===== src/rtl/cpu_types_pkg.sv =====
// cpu_types_pkg: shared register-file writeback types and the default queue depth
package cpu_types_pkg;
   typedef logic [31:0] word_t;
   typedef logic [4:0]  regbits_t;
   localparam int WB_DEPTH = 4;
   // live clears when a younger pipeline write to the same register overtakes the entry
   typedef struct packed {
      logic     live;
      regbits_t wsel;
      word_t    wdat;
   } wb_entry_t;
endpackage


===== src/rtl/rf_wb_fifo.sv =====
// rf_wb_fifo: FIFO of long-latency writeback results with per-register kill and live-match lookup
//   CLK/RST         clock, synchronous active-high reset
//   push/push_entry enqueue at tail
//   pop             dequeue head (caller guarantees non-empty)
//   kill_en/sel     clear live bit of every entry targeting kill_sel
//   qsel/match      per-entry live hit on qsel
//   head/full/empty queue state
module rf_wb_fifo
   import cpu_types_pkg::*;
#(
   parameter int DEPTH = WB_DEPTH
) (
   input  logic             CLK,
   input  logic             RST,
   input  logic             push,
   input  wb_entry_t        push_entry,
   input  logic             pop,
   input  logic             kill_en,
   input  regbits_t         kill_sel,
   input  regbits_t         qsel,
   output logic [DEPTH-1:0] match,
   output wb_entry_t        head,
   output logic             full,
   output logic             empty
);
   localparam int AW = (DEPTH > 1) ? $clog2(DEPTH) : 1;
   wb_entry_t     q [DEPTH];
   logic [AW-1:0] hd, tl;
   logic [AW:0]   cnt;
   assign head  = q[hd];
   assign full  = cnt == (AW+1)'(DEPTH);
   assign empty = cnt == '0;
   // freed slots have their live bit cleared on pop, so live alone marks a real pending write
   always_comb begin
      match = '0;
      for (int i = 0; i < DEPTH; i++) match[i] = q[i].live && q[i].wsel == qsel;
   end
   always_ff @(posedge CLK) begin
      if (RST) begin
         hd  <= '0;
         tl  <= '0;
         cnt <= '0;
         for (int i = 0; i < DEPTH; i++) q[i].live <= 1'b0;
      end else begin
         for (int i = 0; i < DEPTH; i++) if (kill_en && q[i].wsel == kill_sel) q[i].live <= 1'b0;
         if (pop) begin
            q[hd].live <= 1'b0;
            hd         <= hd + AW'(1);
         end
         // push lands after kill so a same-cycle entry keeps the liveness chosen by the caller
         if (push) begin
            q[tl] <= push_entry;
            tl    <= tl + AW'(1);
         end
         cnt <= cnt + (AW+1)'(push) - (AW+1)'(pop);
      end
   end
endmodule


===== src/rtl/rf_writeback_arbiter.sv =====
// rf_writeback_arbiter: merges pipeline and queued long-latency writebacks onto one register-file port
//   CLK/RST                       clock, synchronous active-high reset
//   pwb_wen/wsel/wdat             pipeline writeback (highest priority)
//   lwb_valid/wsel/wdat/ready     long-latency result handshake
//   qsel/qpending                 hazard query against live queued writes
//   WEN/wsel/wdat                 registered register-file write port
module rf_writeback_arbiter
   import cpu_types_pkg::*;
#(
   parameter int DEPTH = WB_DEPTH
) (
   input  logic     CLK,
   input  logic     RST,
   input  logic     pwb_wen,
   input  regbits_t pwb_wsel,
   input  word_t    pwb_wdat,
   input  logic     lwb_valid,
   input  regbits_t lwb_wsel,
   input  word_t    lwb_wdat,
   output logic     lwb_ready,
   input  regbits_t qsel,
   output logic     qpending,
   output logic     WEN,
   output regbits_t wsel,
   output word_t    wdat
);
   logic             pw, push, pop, full, empty;
   logic [DEPTH-1:0] match;
   wb_entry_t        head, in_entry;
   assign pw        = pwb_wen && pwb_wsel != '0;
   assign lwb_ready = !full && !RST;
   assign push      = lwb_valid && lwb_ready && lwb_wsel != '0;
   assign pop       = !RST && !pw && !empty;
   // a result arriving alongside a pipeline write to the same register is older, so it enters dead
   assign in_entry  = '{live: !(pw && pwb_wsel == lwb_wsel), wsel: lwb_wsel, wdat: lwb_wdat};
   assign qpending  = !RST && qsel != '0 && |match;
   rf_wb_fifo #(.DEPTH(DEPTH)) u_fifo (
      .CLK        (CLK),
      .RST        (RST),
      .push       (push),
      .push_entry (in_entry),
      .pop        (pop),
      .kill_en    (pw),
      .kill_sel   (pwb_wsel),
      .qsel       (qsel),
      .match      (match),
      .head       (head),
      .full       (full),
      .empty      (empty)
   );
   always_ff @(posedge CLK) begin
      if (RST) begin
         WEN  <= 1'b0;
         wsel <= '0;
         wdat <= '0;
      end else if (pw) begin
         WEN  <= 1'b1;
         wsel <= pwb_wsel;
         wdat <= pwb_wdat;
      end else if (pop) begin
         WEN  <= head.live;
         wsel <= head.wsel;
         wdat <= head.wdat;
      end else begin
         WEN <= 1'b0;
      end
   end
endmodule


===== config.mk =====
export PLATFORM = sky130hd
export DESIGN_NAME = rf_writeback_arbiter
export DESIGN_NICKNAME = d
export VERILOG_FILES = /design/src/rtl/cpu_types_pkg.sv /design/src/rtl/rf_wb_fifo.sv /design/src/rtl/rf_writeback_arbiter.sv
export SDC_FILE = /design/constraint.sdc
export NUM_CORES = 1
export LEC_CHECK = 0
export BUFFER_PORTS_ARGS = -buffer_cell sky130_fd_sc_hd__buf_4
export CAP_MARGIN = 10
export CORE_MARGIN = 5
export CORE_UTILIZATION = 57
export DETAILED_ROUTE_END_ITERATION = 10
export PLACE_DENSITY = 0.8
export SYNTH_ARGS = -nofsm -noshare
export SYNTH_HDL_FRONTEND = slang
export SYNTH_SLANG_ARGS = --single-unit

===== constraint.sdc =====
create_clock -name CLK -period 2.7 [get_ports CLK]
set_clock_uncertainty 0.1 [all_clocks]
set_input_delay 0.135 -clock CLK [delete_from_list [all_inputs] [get_ports CLK]]
set_output_delay 0.135 -clock CLK [all_outputs]
set_load 0.02 [all_outputs]

==> qor.csv, run 1 <==
metric,value,unit
CP required,2910,ps
sequential share of the synthesized area,0.647,
Cell Pwr Density,736,nW/µm²
Yosys warning total,0,
CTS tree,done,
post-layout min period,2620,ps
Die X,132,µm
#FFs+latches synth,199,
DP HPWL,12.6,mm
post-layout util,0.756,
largest net degree at the start of global routing,38,
clock sinks,199,
clk buf depth,2,
average cell area after synthesis,15.3,µm²
routed wire length per instance,21.4,µm
drt drc,0,
Hold WC Path Type,primary input to flip-flop,
# placed instances,838,
Starting Density,0.583,
Max-Cap Viols,0,
critical path endpoint category,flip-flop,
fin nets,845,
gr usage total,0.235,
R2R Path End,wdat[26],
H-tree depth,4,
Synth cell types,38,
Final Max Slew Viols,0,
worst r2r path cells,6,
gpl congestion,0.900,
Worst R2R Start,u_fifo.cnt[1],
TritonCTS buffer count,17,
endpoints failing setup,0,
drt first pass iters,4,
Worst Hold Launch,pwb_wdat[19],
Clk network pwr share,0.322,
Worst Hold Depth,3,
power share of the sequential group,0.452,
number of DRC markers in iteration 0,331,
Die Y,132,µm
Sw Pwr,2260,µW
clock latency on the worst-skew pair,420,ps
Core Rows,44,
non-filler instance count after layout,949,
CORE AREA,14600,µm²
Via density,5.74,
Crit Path Class,primary input to flip-flop,
Area Overhead vs Synth,29.7,%
CP Launch Type,primary input,
outcome,finished clean,
Worst-Margin Slew,707,ps
I/O pin cnt,123,
"CTS clk-pin slew, worst paths",70,ps
RSZ-0062 raised after global routing,no,
WP data arrival,2830,ps
final WL,20.3,mm
Hold Path End,wdat[19],
CP max FO,7,
I/O Buffers,122,
vias in the first global route,5832,
f_max,382,MHz
switch share,0.278,
CTS root buf,clkbuf_16,
grt ovf,0,
Comb pwr share,0.226,
via count,5449,
layout cells sized above 1,0.334,
first-pass GRT wire length,31.9,mm
fillcell total,828,
Sum Neg Setup Slack,0,ps
peak supply drop,0.499,mV
Pint,5860,µW
Final ANT Viol Nets,0,
Syn Inst Count,555,
Lkg Pwr,0.00397,µW
Die Area,17500,µm²
max_slew headroom,0.527,
R2R setup slack,130,ps
post-synth design cell area,8510,µm²
Final period util,0.970,
initial antenna violation count,1,
"Net Count, Synth",649,
"Hold Vio Cnt, Final",0,
WHS,15.2,ps
==> cells in the mapped netlist <==
cell type,n,area (µm²)
nand3_1,7,35.0
edfxtp_1,152,4560
mux4_2,38,856
dfxtp_1,47,941
a21oi_1,5,25.0
xor2_1,31,272
a311oi_2,34,510
nand4_1,4,25.0
buf_1,1,3.75
mux2_2,2,22.5
nor4_1,5,31.3
o21a_4,1,15.0
nor3_1,5,25.0
o31ai_1,3,22.5
nand2_1,78,293
or2_2,1,6.26
buf_6,4,45.0
o21ai_4,1,16.3
inv_1,11,41.3
ha_1,10,125
xnor2_1,17,149
a311oi_1,1,8.76
buf_4,3,22.5
or3_1,1,6.26
and3_1,1,6.26
o21ai_0,1,5.00
or4_1,1,7.51
o21bai_1,1,7.51
o311a_1,1,10.0
mux2i_1,3,30.0
clkbuf_1,23,86.3
a31oi_1,2,12.5
nor2_1,46,173
fa_1,1,20.0
nor2b_1,2,12.5
or4_4,1,11.3
buf_2,9,45.0
nor2_8,1,20.0
==> metal layers <==
metal / global-route usage / part of all wire
met1: 0.296 / 0.40
met2: 0.404 / 0.52
met3: 0.0511 / 0.058
met4: 0.0820 / 0.023
met5: 0 / 0
==> cells by family after synthesis <==
logic type	count (synthesis)	synth area share
multiplexers	43	0.107
flip-flops	199	0.647
adder cells (fa/ha/maj)	11	0.0171
buffers and inverters	51	0.0287
AO/OA/AOI/OAI	50	0.0744
XOR/XNOR	48	0.0494
AND/OR/NAND/NOR	153	0.0766
==> worst max-delay path, stage by stage <==
cell           delay [ps]
dlygate4sd3_1         550
buf_6                 150
or4_4                 510
o21a_4                270
nor2_8                110
ha_1                  230
inv_1                  60
ha_1                  140
inv_1                  60
fa_1                  410
xnor2_1               160
nor2_1                 50
==> power groups by stage <==
stage          combinational, µW  clock, µW  sequential, µW
6_report                    1840       2620            3670
5_1_grt                     1970       2780            3700
4_1_cts                     1830       2650            3670
3_5_place_dp                1710          0            3730
3_3_place_gp                1660          0            3720
2_1_floorplan               1110          0            3750
==> registers in the layout (all words and copies together) (netlist names), named ones only <==
signal / flops
u_fifo.tl: 2
wsel: 5
WEN: 1
u_fifo.hd: 2
u_fifo.cnt: 3
u_fifo.q: 152
wdat: 32
==> area by class of cell <==
| class | instances | area [µm²] | share of cell area |
|---|---|---|---|
| multi-input combinational | 305 | 2770 | 0.251 |
| sequential | 199 | 5510 | 0.499 |
| tap | 184 | 230 | 0.0209 |
| clock inverter | 15 | 194 | 0.0176 |
| timing repair buffer | 217 | 1870 | 0.169 |
| inverter | 11 | 41.3 | 0.00374 |
| clock buffer | 17 | 425 | 0.0385 |
| antenna | 1 | 2.50 | 0.000227 |
==> placed cells by master, fill, tap and decap left out, types with 3 or more instances in the layout <==
master         count
ha_1              10
dlygate4sd3_1     76
nor4_1             5
nand2_1           78
nand4_1            4
nand3_1            7
clkinv_4           5
buf_12             3
clkinv_1           4
edfxtp_1         152
o31ai_1            3
inv_6              4
a311oi_2          34
xor2_1            31
nor3_1             5
mux2i_1            3
clkbuf_16         17
inv_1              7
nor2_1            45
buf_6              3
buf_4            135
a21oi_1            5
bufinv_16          3
mux4_2            38
xnor2_1           17
dfxtp_1           45
==> repair_timing <==
action                                  4_1_cts  5_1_grt
resized for setup                             0        3
hold buffers                                 76        0
hold endpoints to repair                    184        0
buffers inserted                              0        2
endpoints found under the setup margin        0        4
==> how the worst max path moves through the flow <==
| stage | start | to | slack [ps] | depth (start not counted) |
|---|---|---|---|---|
| 5_1_grt | pwb_wsel[4] | u_fifo.cnt[2] | 10 | 12 |
| 3_3_place_gp | pwb_wsel[1] | u_fifo.cnt[2] | 180 | 11 |
| 3_5_place_dp | pwb_wsel[1] | u_fifo.cnt[2] | 90 | 11 |
| 6_report | pwb_wsel[4] | u_fifo.cnt[2] | 80 | 12 |
| 2_1_floorplan | u_fifo.cnt[1] | u_fifo.q[0][0] | 0.7 | 6 |
| 4_1_cts | pwb_wsel[3] | u_fifo.cnt[2] | 50 | 12 |
==> per-stage QoR <==
step	power (µW)	cell area, µm²	setup slack [ps]
after floorplan	4850	8510	0.672
after global placement	5380	9630	184
after detailed placement	5440	9630	93.6
after CTS	8150	11000	53.4
after global routing	8450	11000	12.6
final	8120	11000	81.1
Power figures use the tool's default switching activity.
==> run 2: changes to the inputs <==
PLACE_DENSITY = 0.77   (was 0.8)
==> run 2 against run 1 <==
  * Global-route usage up 0.12 points
  * Cell area decreased by 0.82%
  * Non-clock buffer count down 3
  * Largest power group unchanged
  * Via count increased by 0.95%
  * Register-to-register slack improved by 170 ps
  * Critical path depth did not move
  * First-iteration DRC count up 71%
  * Worst setup slack got worse by 33 ps
  * Maximum frequency fell by 1.2%
  * Critical path type unchanged
  * Flip-flop and latch count stayed put
==> qor.csv, run 2 (synthesis results as in run 1) <==
metric,value,unit
post-layout util,0.750,
drt drc,0,
most frequent cells in the layout,"edfxtp_1 (152), buf_4 (138), nand2_1 (78)",
TritonCTS buffer count,17,
CP max FO,7,
via count,5501,
final WL,20.4,mm
Worst-Margin Slew,814,ps
Largest regs,"u_fifo.q x152, wdat x32, wsel x5",
routed wire length per instance,21.5,µm
gpl congestion,0.947,
I/O Buffers,122,
Final ANT Viol Nets,0,
FF+latch area,5510,µm²
slowest library cell on the worst path,dlygate4sd3_1,
Die Area,17500,µm²
Lkg Pwr,0.00391,µW
grt met2 use,0.385,
number of DRC markers in iteration 0,567,
clk buf depth,2,
clock sinks,199,
pre-CTS setup slack,123,ps
Die X,132,µm
Tot Pwr,7980,µW
DP HPWL,12.2,mm
Max-Cap Viols,0,
Starting Density,0.583,
design area,10900,µm²
dpl cell area,9620,µm²
Final Worst Setup Slack,48.5,ps
max reg flops,152,
endpoints failing setup,0,
largest net degree at the start of global routing,51,
CORE AREA,14600,µm²
most flop-heavy register,u_fifo.q,
critical path endpoint category,flip-flop,
Via density,5.80,
gr usage total,0.236,
grt ovf,0,
post-layout min period,2650,ps
max_slew headroom,0.458,
Core Rows,44,
"CTS clk-pin slew, worst paths",60,ps
fillcell total,824,
"commonest non-fill, non-tap cell in the layout",edfxtp_1,
layout cells sized above 1,0.330,
drt first pass iters,5,
H-tree depth,4,
Area Overhead vs Synth,28.6,%
CP Launch Type,primary input,
Final period util,0.982,
CTS tree,done,
Die Y,132,µm
outcome,finished clean,
met3 Use GR,0.0553,
Crit Path Class,primary input to flip-flop,
"slowest stage delay, CP",580,ps
fin nets,842,
WP data arrival,2830,ps
CP required,2880,ps
Final Max Slew Viols,0,
"Hold Vio Cnt, Final",0,
CTS root buf,clkbuf_16,
area of the multi-input gates,2780,µm²
GRT busiest layer,met2,
initial antenna violation count,3,
I/O pin cnt,123,
Sum Neg Setup Slack,0,ps
met1 Track Usage GR,0.308,
vias in the first global route,5840,
peak supply drop,0.498,mV
clock latency on the worst-skew pair,430,ps
crit path cell chain,dlygate4sd3_1 -> buf_6 -> or4_4 -> o21a_4 -> nor2_8 -> ha_1 -> inv_1 -> ha_1 -> inv_1 -> fa_2 -> xnor2_2 -> nor2_1,
f_max,377,MHz
first-pass GRT wire length,32.1,mm
Cell Pwr Density,729,nW/µm²
Hold WC Path Type,primary input to flip-flop,
run 2: cell types whose count changed in the layout (fill, tap and decap cells not counted), moves of 3 or more:
cell | previous run | this run
dlygate4sd3_1 | 76 | 73
inv_6 | 4 | 0
clkinv_4 | 5 | 2
buf_4 | 135 | 138
clkbuf_1 | 0 | 6
run 2: per-stage QoR:
stage | hold slack (ps) | instances
after floorplan | 134 | 555
after CTS | 2.71 | 944
after global placement | 234 | 839
after global routing | 13.7 | 948
final | 21.2 | 948
after detailed placement | 238 | 839
run 2: where the power goes:
part | internal (µW) | switching (µW)
registers | 3510 | 160
logic | 887 | 961
clock network | 1390 | 1070
total | 5780 | 2190
run 2: worst paths after layout:
path              endpoint  slack [ps]  cells past startpoint     startpoint
min reg2reg       wdat[18]         400                      2       wdat[18]
min                wsel[1]          20                      3    pwb_wsel[1]
max reg2reg  u_fifo.cnt[2]         300                     10  u_fifo.cnt[1]
max          u_fifo.cnt[2]          50                     12    pwb_wsel[2]
run 2: layout make-up:
| type | count | area share |
|---|---|---|
| clock inverters | 8 | 0.00937 |
| inverters | 11 | 0.00377 |
| flip-flops and latches | 199 | 0.503 |
| well taps | 184 | 0.0210 |
| diodes | 3 | 0.000686 |
| multi-input cells | 305 | 0.254 |
| repair buffers | 214 | 0.166 |
| clock buffers | 24 | 0.0422 |
run 2: layer usage:
layer,up-vias,part of all wire
li1,2466,-
met1,2722,0.40
met2,254,0.50
met3,59,0.071
met4,0,0.029
met5,-,0
run 2: critical path: cells and delay by family:
family	cells	cell delay, ps
buf+inv	4	850
simple gates	3	700
compound gates	1	280
fa+ha+maj	3	720
xor+xnor	1	150
run 2: timing repair:
action                                  in CTS  in global routing
setup buffers                                0                  1
endpoints found under the hold margin      184                  0
endpoints found under the setup margin       0                  1
hold buffers                                73                  0
resized for setup                            0                  3
==> run 3: changes to the inputs <==
ABC_CLOCK_PERIOD_IN_PS = 2700   (was default)
SETUP_SLACK_MARGIN = 0.2   (was default)
==> run 3 against run 2 <==
  * Global-route usage hardly changed
  * Critical path type is now flip-flop to flip-flop
  * Maximum frequency is 15% higher
  * Power is 1.2% higher
  * Wire length is 1.3% lower
  * Via count is 0.65% lower
  * Non-clock buffer count is 2 higher
  * Highest routed layer unchanged
  * Register-to-register slack better by 95 ps
  * Sequential power hardly changed
  * Largest power group unchanged
  * Largest cell class unchanged
  * Combinational power hardly changed
==> qor.csv, run 3 (synthesis results as in run 1) <==
metric,value,unit
via count,5465,
Sum Neg Setup Slack,0,ps
CTS root buf,clkbuf_16,
crit path cell chain,nor3_2 -> or2_2 -> nor2_8 -> ha_1 -> inv_1 -> ha_1 -> inv_1 -> fa_1 -> xnor2_1 -> nor2_1,
Final period util,0.854,
R2R Path End,u_fifo.cnt[2],
Die Y,132,µm
Largest regs,"u_fifo.q x152, wdat x32, wsel x5",
post-layout util,0.755,
ant diodes,0,
gpl congestion,0.901,
non-filler instance count after layout,947,
WP data arrival,2510,ps
worst r2r path cells,10,
endpoints failing setup,0,
Worst Hold Launch,pwb_wen,
clock latency on the worst-skew pair,430,ps
"CTS clk-pin slew, worst paths",70,ps
WHS,50.5,ps
# Post-CTS Setup Buffers,0,
initial antenna violation count,0,
final WL,20.1,mm
number of DRC markers in iteration 0,571,
RSZ-0062 raised after global routing,no,
Crit Path Class,flip-flop to flip-flop,
Die X,132,µm
Area Overhead vs Synth,29.4,%
Buf/Inv on CP,2,
outcome,finished clean,
Lkg Pwr,0.00393,µW
most frequent cells in the layout,"edfxtp_1 (152), buf_4 (139), nand2_1 (78)",
slowest library cell on the worst path,fa_1,
DP HPWL,12.6,mm
grt ovf,0,
CORE AREA,14600,µm²
peak supply drop,0.701,mV
TritonCTS buffer count,17,
CP required,2910,ps
Via density,5.77,
most flop-heavy register,u_fifo.q,
max reg flops,152,
first-pass GRT wire length,32.0,mm
vias in the first global route,5893,
H-tree depth,4,
post-layout min period,2300,ps
fillcell total,799,
CTS tree,done,
R2R setup slack,400,ps
Hold WC Path Type,primary input to flip-flop,
Die Area,17500,µm²
CP Launch Type,flip-flop,
Starting Density,0.583,
CP max FO,4,
drt drc,0,
Worst Hold Depth,3,
clk buf depth,2,
I/O Buffers,122,
"slowest stage delay, CP",400,ps
"commonest non-fill, non-tap cell in the layout",edfxtp_1,
f_max,434,MHz
max_slew headroom,0.441,
clock sinks,199,
drt first pass iters,5,
Top delay family on crit path,adder cells,
Final ANT Viol Nets,0,
Hold Path End,wsel[4],
Cell Pwr Density,734,nW/µm²
I/O pin cnt,123,
critical path endpoint category,flip-flop,
layout cells sized above 1,0.341,
largest net degree at the start of global routing,38,
routed wire length per instance,21.3,µm
Max-Cap Viols,0,
Worst-Margin Slew,831,ps
"Hold Vio Cnt, Final",0,
Core Rows,44,
gr usage total,0.236,
Worst R2R Start,u_fifo.cnt[1],
# placed instances,840,
Final Max Slew Viols,0,
fin nets,844,
## run 3: changes by cell type in the layout (fill, tap and decap cells not counted), moves of 2 or more
cell           delta
clkbuf_1          -6
inv_6             +6
clkinv_1          -4
clkinvlp_4        +4
diode_2           -3
clkinv_2          -2
dlygate4sd3_1     +2
inv_8             +2
## run 3: how the worst max path moves through the flow
| stage | to | cells after the start | start |
|---|---|---|---|
| after floorplan | u_fifo.cnt[2] | 11 | pwb_wsel[3] |
| after global placement | u_fifo.cnt[2] | 11 | pwb_wsel[3] |
| after detailed placement | u_fifo.cnt[2] | 11 | pwb_wsel[3] |
| after CTS | u_fifo.cnt[2] | 10 | u_fifo.cnt[1] |
| after global routing | u_fifo.cnt[2] | 10 | u_fifo.cnt[1] |
| final | u_fifo.cnt[2] | 10 | u_fifo.cnt[1] |
## run 3: cell type report
class | count | area, µm² | share of cell area
clock inverter | 15 | 184 | 0.0167
sequential | 199 | 5510 | 0.500
inverter | 11 | 56.3 | 0.00511
tap | 184 | 230 | 0.0209
clock buffer | 17 | 425 | 0.0386
multi-input combinational | 305 | 2770 | 0.252
timing repair buffer | 216 | 1830 | 0.167
## run 3: power by group
group | total (µW) | internal (µW) | switching [µW]
Sequential | 3670 | 3500 | 162
Combinational | 1830 | 874 | 955
Clock | 2580 | 1410 | 1180
Total | 8080 | 5780 | 2290
## run 3: repair_timing
action                                  4_1_cts  5_1_grt
hold buffers                                 75        0
endpoints found under the setup margin        0        1
endpoints found under the hold margin       185        0
gates resized for setup                       0        1
## run 3: worst reg2reg max path, delay by kind of cell, from the launching register on
| kind | cells | cell delay [ps] |
|---|---|---|
| XOR/XNOR | 1 | 150 |
| adder cells (fa/ha/maj) | 3 | 820 |
| buffers and inverters | 2 | 120 |
| flip-flops | 1 | 370 |
| AND/OR/NAND/NOR | 4 | 630 |
## run 3: through the flow
| step | power, µW | setup WS (ps) | instance area [µm²] |
|---|---|---|---|
| after floorplan | 4860 | 207 | 8530 |
| after global placement | 5400 | 227 | 9640 |
| after detailed placement | 5450 | 156 | 9640 |
| after CTS | 8100 | 295 | 11000 |
| after global routing | 8430 | 254 | 11000 |
| final | 8080 | 395 | 11000 |
## run 3: per-layer routing
layer,wire length [µm],vias to the layer above,GRT usage
li1,-,2467,-
met1,8050,2768,0.308
met2,10600,201,0.398
met3,1230,29,0.0603
met4,295,0,0.0645
met5,0,-,0
